--- src/rtl/kernel_fifo_sink.sv ---
// kernel_fifo_sink
//
// Consumer end of an HLS ap_fifo output stream (din / full_n / write). It
// buffers kernel words in a bounded FIFO, drains them at a fixed maximum rate
// and XOR-folds each drained word down to one nibble for board-level pins. It
// also counts the words accepted per run and flags a count that differs from
// EXPECTED_WORDS when the run finishes.
//
// Optional feature: define KERNEL_FIFO_SINK_BACKPRESSURE_EN to add periodic
// backpressure. fifo_full_n is then forced low one cycle in every BP_PERIOD
// while a run is active.
//
// Ports:
//   ap_clk       clock, all logic on the rising edge
//   ap_rst       synchronous active-high reset
//   ap_start     kernel start; opens a run when idle
//   ap_done      kernel done pulse; ends the accept phase of a run
//   fifo_din     kernel stream data
//   fifo_write   kernel write strobe
//   fifo_full_n  not-full back to the kernel
//   data_out     XOR-folded drained word (holds while data_valid is low)
//   data_valid   data_out qualifier
//   word_count   words accepted in the current or last run (saturating)
//   count_err    word_count != EXPECTED_WORDS at the end of the last run
//   ovf_err      sticky: a write arrived while fifo_full_n was low
//   run_done     one-cycle pulse once a run is drained and checked

module kernel_fifo_sink #(
  parameter int DATA_WIDTH     = 32,
  parameter int FIFO_DEPTH     = 16,
  parameter int DRAIN_INV      = 1,
  parameter int EXPECTED_WORDS = 64,
  parameter int BP_PERIOD      = 8
) (
  input  logic                  ap_clk,
  input  logic                  ap_rst,
  input  logic                  ap_start,
  input  logic                  ap_done,
  input  logic [DATA_WIDTH-1:0] fifo_din,
  input  logic                  fifo_write,
  output logic                  fifo_full_n,
  output logic [3:0]            data_out,
  output logic                  data_valid,
  output logic [15:0]           word_count,
  output logic                  count_err,
  output logic                  ovf_err,
  output logic                  run_done
);

  localparam int AW      = $clog2(FIFO_DEPTH);
  localparam int DCW     = (DRAIN_INV > 1) ? $clog2(DRAIN_INV) : 1;
  localparam int NIBBLES = DATA_WIDTH / 4;

  localparam logic [AW:0]    DEPTH_L    = (AW + 1)'(FIFO_DEPTH);
  localparam logic [DCW-1:0] DRAIN_LAST = DCW'(DRAIN_INV - 1);
  localparam logic [15:0]    EXPECT_L   = 16'(EXPECTED_WORDS);

  localparam logic [1:0] S_IDLE  = 2'd0;
  localparam logic [1:0] S_RUN   = 2'd1;
  localparam logic [1:0] S_DRAIN = 2'd2;
  localparam logic [1:0] S_DONE  = 2'd3;

  // Elaboration-time guard against parameter values the logic cannot support.
  if (((DATA_WIDTH % 4) != 0) || (DATA_WIDTH < 4) || (FIFO_DEPTH < 2) ||
      ((FIFO_DEPTH & (FIFO_DEPTH - 1)) != 0) || (DRAIN_INV < 1) ||
      (BP_PERIOD < 2) || (EXPECTED_WORDS < 0) || (EXPECTED_WORDS > 65535)) begin : g_bad_params
    $error("kernel_fifo_sink: illegal parameter combination");
  end

  logic [DATA_WIDTH-1:0] mem_q [FIFO_DEPTH];
  logic [AW-1:0]         wr_ptr_q, wr_ptr_d;
  logic [AW-1:0]         rd_ptr_q, rd_ptr_d;
  logic [AW:0]           occ_q, occ_d;
  logic [DCW-1:0]        drain_cnt_q, drain_cnt_d;
  logic [1:0]            state_q, state_d;
  logic [DATA_WIDTH-1:0] rd_word_q;
  logic                  rd_valid_q;
  logic [3:0]            data_out_q, fold_d;
  logic                  data_valid_q;
  logic [15:0]           word_count_q, word_count_d;
  logic                  count_err_q, count_err_d;
  logic                  ovf_err_q, ovf_err_d;
  logic                  bp_block;
  logic                  push, pop;

`ifdef KERNEL_FIFO_SINK_BACKPRESSURE_EN
  localparam int            BW      = $clog2(BP_PERIOD);
  localparam logic [BW-1:0] BP_LAST = BW'(BP_PERIOD - 1);

  logic [BW-1:0] bp_cnt_q, bp_cnt_d;

  assign bp_cnt_d = (bp_cnt_q == BP_LAST) ? '0 : bp_cnt_q + BW'(1);

  always_ff @(posedge ap_clk) begin
    if (ap_rst) bp_cnt_q <= '0;
    else        bp_cnt_q <= bp_cnt_d;
  end

  // The stall slot only bites while a run is open; idle and DONE ignore it.
  assign bp_block = (bp_cnt_q == BP_LAST) && ((state_q == S_RUN) || (state_q == S_DRAIN));
`else
  assign bp_block = 1'b0;
`endif

  // full_n is based on occupancy before any same-cycle pop, so a full FIFO
  // that is popping this cycle still refuses the incoming write.
  assign fifo_full_n = (occ_q != DEPTH_L) && (state_q != S_DONE) && !bp_block;
  assign push        = fifo_write && fifo_full_n;
  assign pop         = (drain_cnt_q == '0) && (occ_q != '0);

  assign drain_cnt_d = (drain_cnt_q == DRAIN_LAST) ? '0 : drain_cnt_q + DCW'(1);
  assign wr_ptr_d    = push ? wr_ptr_q + AW'(1) : wr_ptr_q;
  assign rd_ptr_d    = pop  ? rd_ptr_q + AW'(1) : rd_ptr_q;
  assign ovf_err_d   = ovf_err_q || (fifo_write && !fifo_full_n);

  always_comb begin
    occ_d = occ_q;
    if (push && !pop)      occ_d = occ_q + (AW + 1)'(1);
    else if (!push && pop) occ_d = occ_q - (AW + 1)'(1);
  end

  always_comb begin
    fold_d = '0;
    for (int i = 0; i < NIBBLES; i++) begin
      fold_d = fold_d ^ rd_word_q[i*4 +: 4];
    end
  end

  // Run control. DRAIN also waits for the read stage to empty so that
  // run_done lands strictly after the last data_valid of the run.
  always_comb begin
    state_d      = state_q;
    word_count_d = word_count_q;
    count_err_d  = count_err_q;
    if (push && (word_count_q != 16'hFFFF)) word_count_d = word_count_q + 16'd1;
    case (state_q)
      S_IDLE: begin
        if (ap_start) begin
          state_d      = S_RUN;
          word_count_d = push ? 16'd1 : 16'd0;
          count_err_d  = 1'b0;
        end
      end
      S_RUN: begin
        if (ap_done) state_d = S_DRAIN;
      end
      S_DRAIN: begin
        if ((occ_q == '0) && !push && !rd_valid_q) state_d = S_DONE;
      end
      S_DONE: begin
        count_err_d = (word_count_q != EXPECT_L);
        state_d     = S_IDLE;
      end
      default: state_d = S_IDLE;
    endcase
  end

  // Storage array carries no reset; occupancy and pointers define its contents.
  always_ff @(posedge ap_clk) begin
    if (push) mem_q[wr_ptr_q] <= fifo_din;
  end

  always_ff @(posedge ap_clk) begin
    if (ap_rst) begin
      wr_ptr_q     <= '0;
      rd_ptr_q     <= '0;
      occ_q        <= '0;
      drain_cnt_q  <= '0;
      state_q      <= S_IDLE;
      rd_word_q    <= '0;
      rd_valid_q   <= 1'b0;
      data_out_q   <= '0;
      data_valid_q <= 1'b0;
      word_count_q <= '0;
      count_err_q  <= 1'b0;
      ovf_err_q    <= 1'b0;
    end else begin
      wr_ptr_q     <= wr_ptr_d;
      rd_ptr_q     <= rd_ptr_d;
      occ_q        <= occ_d;
      drain_cnt_q  <= drain_cnt_d;
      state_q      <= state_d;
      rd_valid_q   <= pop;
      if (pop) rd_word_q <= mem_q[rd_ptr_q];
      data_valid_q <= rd_valid_q;
      if (rd_valid_q) data_out_q <= fold_d;
      word_count_q <= word_count_d;
      count_err_q  <= count_err_d;
      ovf_err_q    <= ovf_err_d;
    end
  end

  assign data_out   = data_out_q;
  assign data_valid = data_valid_q;
  assign word_count = word_count_q;
  assign count_err  = count_err_q;
  assign ovf_err    = ovf_err_q;
  assign run_done   = (state_q == S_DONE);

endmodule

--- config.mk ---
export PLATFORM = sky130hd
export DESIGN_NAME = kernel_fifo_sink
export DESIGN_NICKNAME = d
export VERILOG_FILES = /design/src/rtl/kernel_fifo_sink.sv
export SDC_FILE = /design/constraint.sdc
export NUM_CORES = 1
export LEC_CHECK = 0
export ABC_AREA = 1
export CORE_UTILIZATION = 53
export CTS_BUF_LIST = sky130_fd_sc_hd__clkbuf_16
export DETAILED_ROUTE_END_ITERATION = 10
export PLACE_DENSITY = 0.69
export SLEW_MARGIN = 20
export SYNTH_ARGS = -nofsm -noshare
export SYNTH_HDL_FRONTEND = slang
export SYNTH_SLANG_ARGS = --single-unit
export TNS_END_PERCENT = 50
--- constraint.sdc ---
create_clock -name ap_clk -period 4.45 [get_ports ap_clk]
set_input_delay 0.6675 -clock ap_clk [delete_from_list [all_inputs] [get_ports ap_clk]]
set_output_delay 0.6675 -clock ap_clk [all_outputs]
set_load 0.05 [all_outputs]
Word level (Yosys, flattened, before mapping)
Memories as Yosys holds them, arrays and structs flattened. A register that Yosys moved wholly into a read port is not among the register bits.
Cells that the tools add are included.

storage, ports and cells
  bits in registers = 40
  memory bits (writable) = 512
  input port bits = 37
  output and inout port bits = 25
  word-level logic and storage cells = 72
  memories kept = 1

operators by class
  $add $sub $neg = 6
  equal/unequal tests = 10
  mux-type cells = 14
  bitwise logic cells = 8
  reductions and logical operators = 22

memories
  memory  depth  width  rd ports  clocked after memory_dff  wr ports  line  text
  mem_q   16     32     1         1                         1         70    logic [DATA_WIDTH-1:0] mem_q [FIFO_DEPTH];

operator list
  kind                                                                number
  16-bit 2-to-1 mux                                                   3
  4-bit XOR                                                           7
  16-bit by 1-bit adder with 16-bit output, second input constant     1
  16-bit != test, second input constant                               1
  16-bit by 7-bit != test with 1-bit output, second input constant    1
  5-bit 2-to-1 mux                                                    2
  1-bit logical AND                                                   9
  4-bit by 1-bit adder with 4-bit output, second input constant       2
  2-bit != test, second input constant                                4
  2-bit one-hot mux with 4 select lines                               1
  2-bit 2-to-1 mux                                                    3
  5-bit by 1-bit adder with 5-bit output, second input constant       1
  5-bit logical NOT                                                   1
  5-bit != test, second input constant                                1
  5-bit nonzero test                                                  1
  5-bit by 1-bit subtractor with 5-bit output, second input constant  1
  2-bit == test, second input constant                                2
  1-bit logical NOT                                                   4
  1-bit 2-to-1 mux                                                    4
  2-bit nonzero test                                                  2
  3-bit AND reduction                                                 1
  2-bit by 1-bit == test with 1-bit output, second input constant     1
  2-bit logical NOT                                                   1
  1-bit one-hot mux with 2 select lines                               1
  other kinds (5)                                                     5

Depth between registers and ports, before layout
  depth in word-level cells = 8
  gate-level depth with buffers = 14
  depth with buffers taken out = 14

Least setup slack after synthesis
OpenSTA, ideal clock, no wires.

  path type = register to register
  start point = reg state_q[0]
  end point = mem mem_q[11][0], enable pin
  library setup time = 0.421 ns
  arrival time = 2.707 ns
  data required time = 4.029 ns
  slack = 1.322 ns
  cell stages (with the launch flop) = 7
  buffers on the path = 0
  clock period less this slack = 3.128 ns
  cells stage by stage = dfxtp_1 ha_1 inv_1 nand3_2 clkinv_1 nand3_1 nor2_1

on the way
  longest elaborated chain between the ends = 5

RTL lines
  what                                    line  text
  start: declaration                      75    logic [1:0] state_q, state_d;
  start signal: assignment                182   state_q <= state_d;
  2-bit != test                           107   assign fifo_full_n = (occ_q != DEPTH_L) && (state_q != S_DONE) && !bp_block;
  1-bit logical AND                       107
  1-bit logical AND                       108   assign push = fifo_write && fifo_full_n;
  via push                                84    logic push, pop;
  1-bit 2-to-1 mux                        160   if (push) mem_q[wr_ptr_q] <= fifo_din;
  1-bit 2-to-1 mux (not written as such)  160
  end: declaration                        70

The timed path passes the listed nets, and every way through them passes these cells.

Worst setup path after layout
  start point = reg occ_q[0]
  end point = reg rd_word_q[18] (read register of mem_q)

on the way
  longest elaborated chain between the ends = 2

RTL lines
  what                      line  text
  start: declaration        73    logic [AW:0] occ_q, occ_d;
  start signal: assignment  167   occ_q <= '0;
  start signal: assignment  180   occ_q <= occ_d;
  5-bit nonzero test        109   assign pop = (drain_cnt_q == '0) && (occ_q != '0);
  1-bit logical AND         109
  end: declaration          76    logic [DATA_WIDTH-1:0] rd_word_q;

Every way passes these cells.
A chain may end at the register's enable or synchronous reset.

==> flow_summary.json <==
{
  "syn_nets": 2185,
  "clkTransAtPathRegs_ps": 60,
  "rows": 77,
  "post_cts_buffers": 0,
  "grt_usage_pct": 25.16,
  "synth_top_area_share_pct": 64.24,
  "path_class": "flop to flop",
  "layout_common_cells": "nor2_1 (524), edfxtp_1 (512), o21ai_0 (231)",
  "timing.rr.start": "occ_q[0]$_SDFFE_PP0P_",
  "vias": 16080,
  "rrSetupSlack_ps": 1570,
  "leakage_nw": 9.236,
  "crit_path_end_kind": "flop",
  "antenna_found_initial": 1,
  "ys_ff_latch": 584,
  "cts_tree": "yes",
  "routed_wirelength_mm": 58.12,
  "grt_max_degree": 231,
  "worstPathArrival_ps": 3430,
  "synthCells": 2132,
  "drive_gt1_share_pct": 5.644,
  "grt_pass1_wl_mm": 88.53,
  "fmax_mhz": 347.1,
  "synth_area_um2": 23930,
  "numCtsBuffers": 57,
  "die_h_um": 214.5,
  "critical_path.startpoint_type": "flop",
  "min_period_ps": 2881,
  "die_area_um2": 46010,
  "finalMaxSlewViolations": 0,
  "numClockSinks": 584,
  "clockBufferDepth": 3,
  "num_io_pins": 62,
  "final.period_utilization_pct": 64.75,
  "hold_path.class": "flop to flop",
  "drv_cap": 0,
  "diodes": 0,
  "status": "complete, no violations",
  "grt_overflow": 0,
  "peakVddDrop_v": 0.0006392,
  "cts_hold_buf": 0,
  "final_nets": 2205,
  "drc_errors": 0,
  "drtAntennaViolNets": 0,
  "fp.coreArea_um2": 44410,
  "final_common_cell": "nor2_1",
  "start_util_pct": 53.89,
  "p_per_area_nw_per_um2": 545.1,
  "drtIter0Drc": 1884,
  "yosysTopAreaCell": "edfxtp_1",
  "ys.flop_type": "edfxtp_1",
  "regToRegEndpoint": "rd_word_q[18]$_SDFFE_PP0P_",
  "die_x_um": 214.5,
  "hp-start": "ovf_err$_SDFF_PP0_",
  "firstDrtPassIters": 6,
  "finalSetupViolCount": 0,
  "gp_congestion": 0.8474,
  "hold_viol": 0,
  "htree_levels": 2,
  "via_per_inst": 5.767,
  "yosysSeqAreaShare_pct": 70.26,
  "syn_area_per_cell_um2": 11.23,
  "reg2regPathDepth": 7,
  "dp_hpwl_mm": 33.11,
  "grt_setup_unrepaired": "no",
  "slew_headroom_pct": 23.60,
  "tightest_slew_ps": 1146,
  "critPathMaxFanout": 57,
  "tns_ps": 0,
  "dpl_cell_area_um2": 24990,
  "async_reset_ff_share_pct": 0,
  "wire_per_inst_um": 20.84,
  "clock-root-buffer": "clkbuf_16",
  "yosysWarnings": 0,
  "synth_edf_count": 512,
  "min_path_cells": 2,
  "final.fill_count": 3529,
  "fin_skew_ps": 19.55,
  "cts_resized": 0,
  "grt_pass1_vias": 15250,
  "design_area_um2": 26780,
  "critPathRequiredTime_ps": 5000,
  "area_growth_syn_to_layout_pct": 11.88,
  "synthDistinctLibCells": 34,
  "synth_area_leaders": "edfxtp_1 (64%), nor2_1 (8.5%), dfxtp_1 (6.0%)",
  "portBuffers": 61,
  "clkLatencyLatePin_ps": 610,
  "min_to": "ovf_err$_SDFF_PP0_"
}
## stage by stage
step,std cells,util [%],power [W],setup slack (ps),hold slack [ps]
after floorplan,2132,-,0.009075,1322,471.9
after global placement,2683,56.21,0.009988,1147,446.4
after detailed placement,2684,56.27,0.01006,1157,473.8
after CTS,2788,60.23,0.01462,1559,490.8
after global routing,2789,60.29,0.01528,1290,539.5
final,2789,60.29,0.01460,1569,482.2
## worst max-delay path by stage
| stage | from | end | slack, ps |
|---|---|---|---|
| final | occ_q[0]$_SDFFE_PP0P_ | rd_word_q[18]$_SDFFE_PP0P_ | 1570 |
| after global routing | rd_ptr_q[0]$_SDFFE_PP0P_ | rd_word_q[1]$_SDFFE_PP0P_ | 1290 |
| after detailed placement | fifo_write | mem_q[8][29]$_DFFE_PP_ | 1160 |
| after global placement | fifo_write | mem_q[10][31]$_DFFE_PP_ | 1150 |
| after CTS | state_q[0]$_SDFFE_PP0P_ | fifo_full_n | 1560 |
| after floorplan | state_q[0]$_SDFFE_PP0P_ | mem_q[11][0]$_DFFE_PP_ | 1320 |
## routing by layer
layer  vias to the layer above  track usage, %  wire length [um]
met5                         -               0                 0
met4                         0           7.548              1250
met3                        93           4.638              5539
met2                       735           38.52             26340
met1                      7781           36.81             24990
li1                       7474               -                 -
## state kept, by name (all words and copies together) (netlist names)
register	count
mem_q	512
state_q	2
occ_q	5
data_valid	1
data_out	4
drain_cnt_q	1
wr_ptr_q	4
rd_ptr_q	4
count_err	1
rd_valid_q	1
rd_word_q	32
ovf_err	1
word_count	16
## power breakdown
group | internal (W) | leakage, nW | total [W] | switching [W]
registers | 0.00629 | 5.22 | 0.00650 | 0.000209
clock network | 0.00260 | 0.915 | 0.00459 | 0.00200
logic | 0.00107 | 3.10 | 0.00350 | 0.00244
## synthesized netlist by cell type (6+ instances only)
library cell,number
nor2_1,540
edfxtp_1,512
o21ai_0,231
nand3_1,220
nand2_1,119
inv_1,110
dfxtp_1,72
a21oi_1,63
o21ai_1,51
clkbuf_1,42
buf_2,33
o211ai_1,33
buf_1,26
ha_1,15
buf_6,13
xor2_1,13
nand4_1,6
## logic make-up after synthesis
kind of cell / after synthesis / share of synthesized area (%)
flops: 584 / 70.26
fa+ha+maj: 16 / 0.8678
buf+inv: 233 / 4.381
xor+xnor: 18 / 0.6587
other cells: 1 / 0.01567
simple gates: 899 / 15.48
compound gates: 381 / 8.333
## worst max-delay path, cell delays in order, from the launching register on
cell and delay (ps):
dfxtp_1 370, nor2_1 160, nand3_1 120, nand2_1 550, clkinv_2 920, nand3_1 540, nand2_1 100, inv_1 60
## layout make-up
class	count	area (um^2)	share of cell area, %
clock buffers	57	1426	5.327
clock inverters	47	330.3	1.234
inverters	113	431.7	1.612
multi-input cells	1315	6190	23.11
flip-flops and latches	584	16830	62.84
well taps	592	740.7	2.766
repair buffers	81	833.3	3.112
No activity file was read; power rests on OpenSTA's default activity.
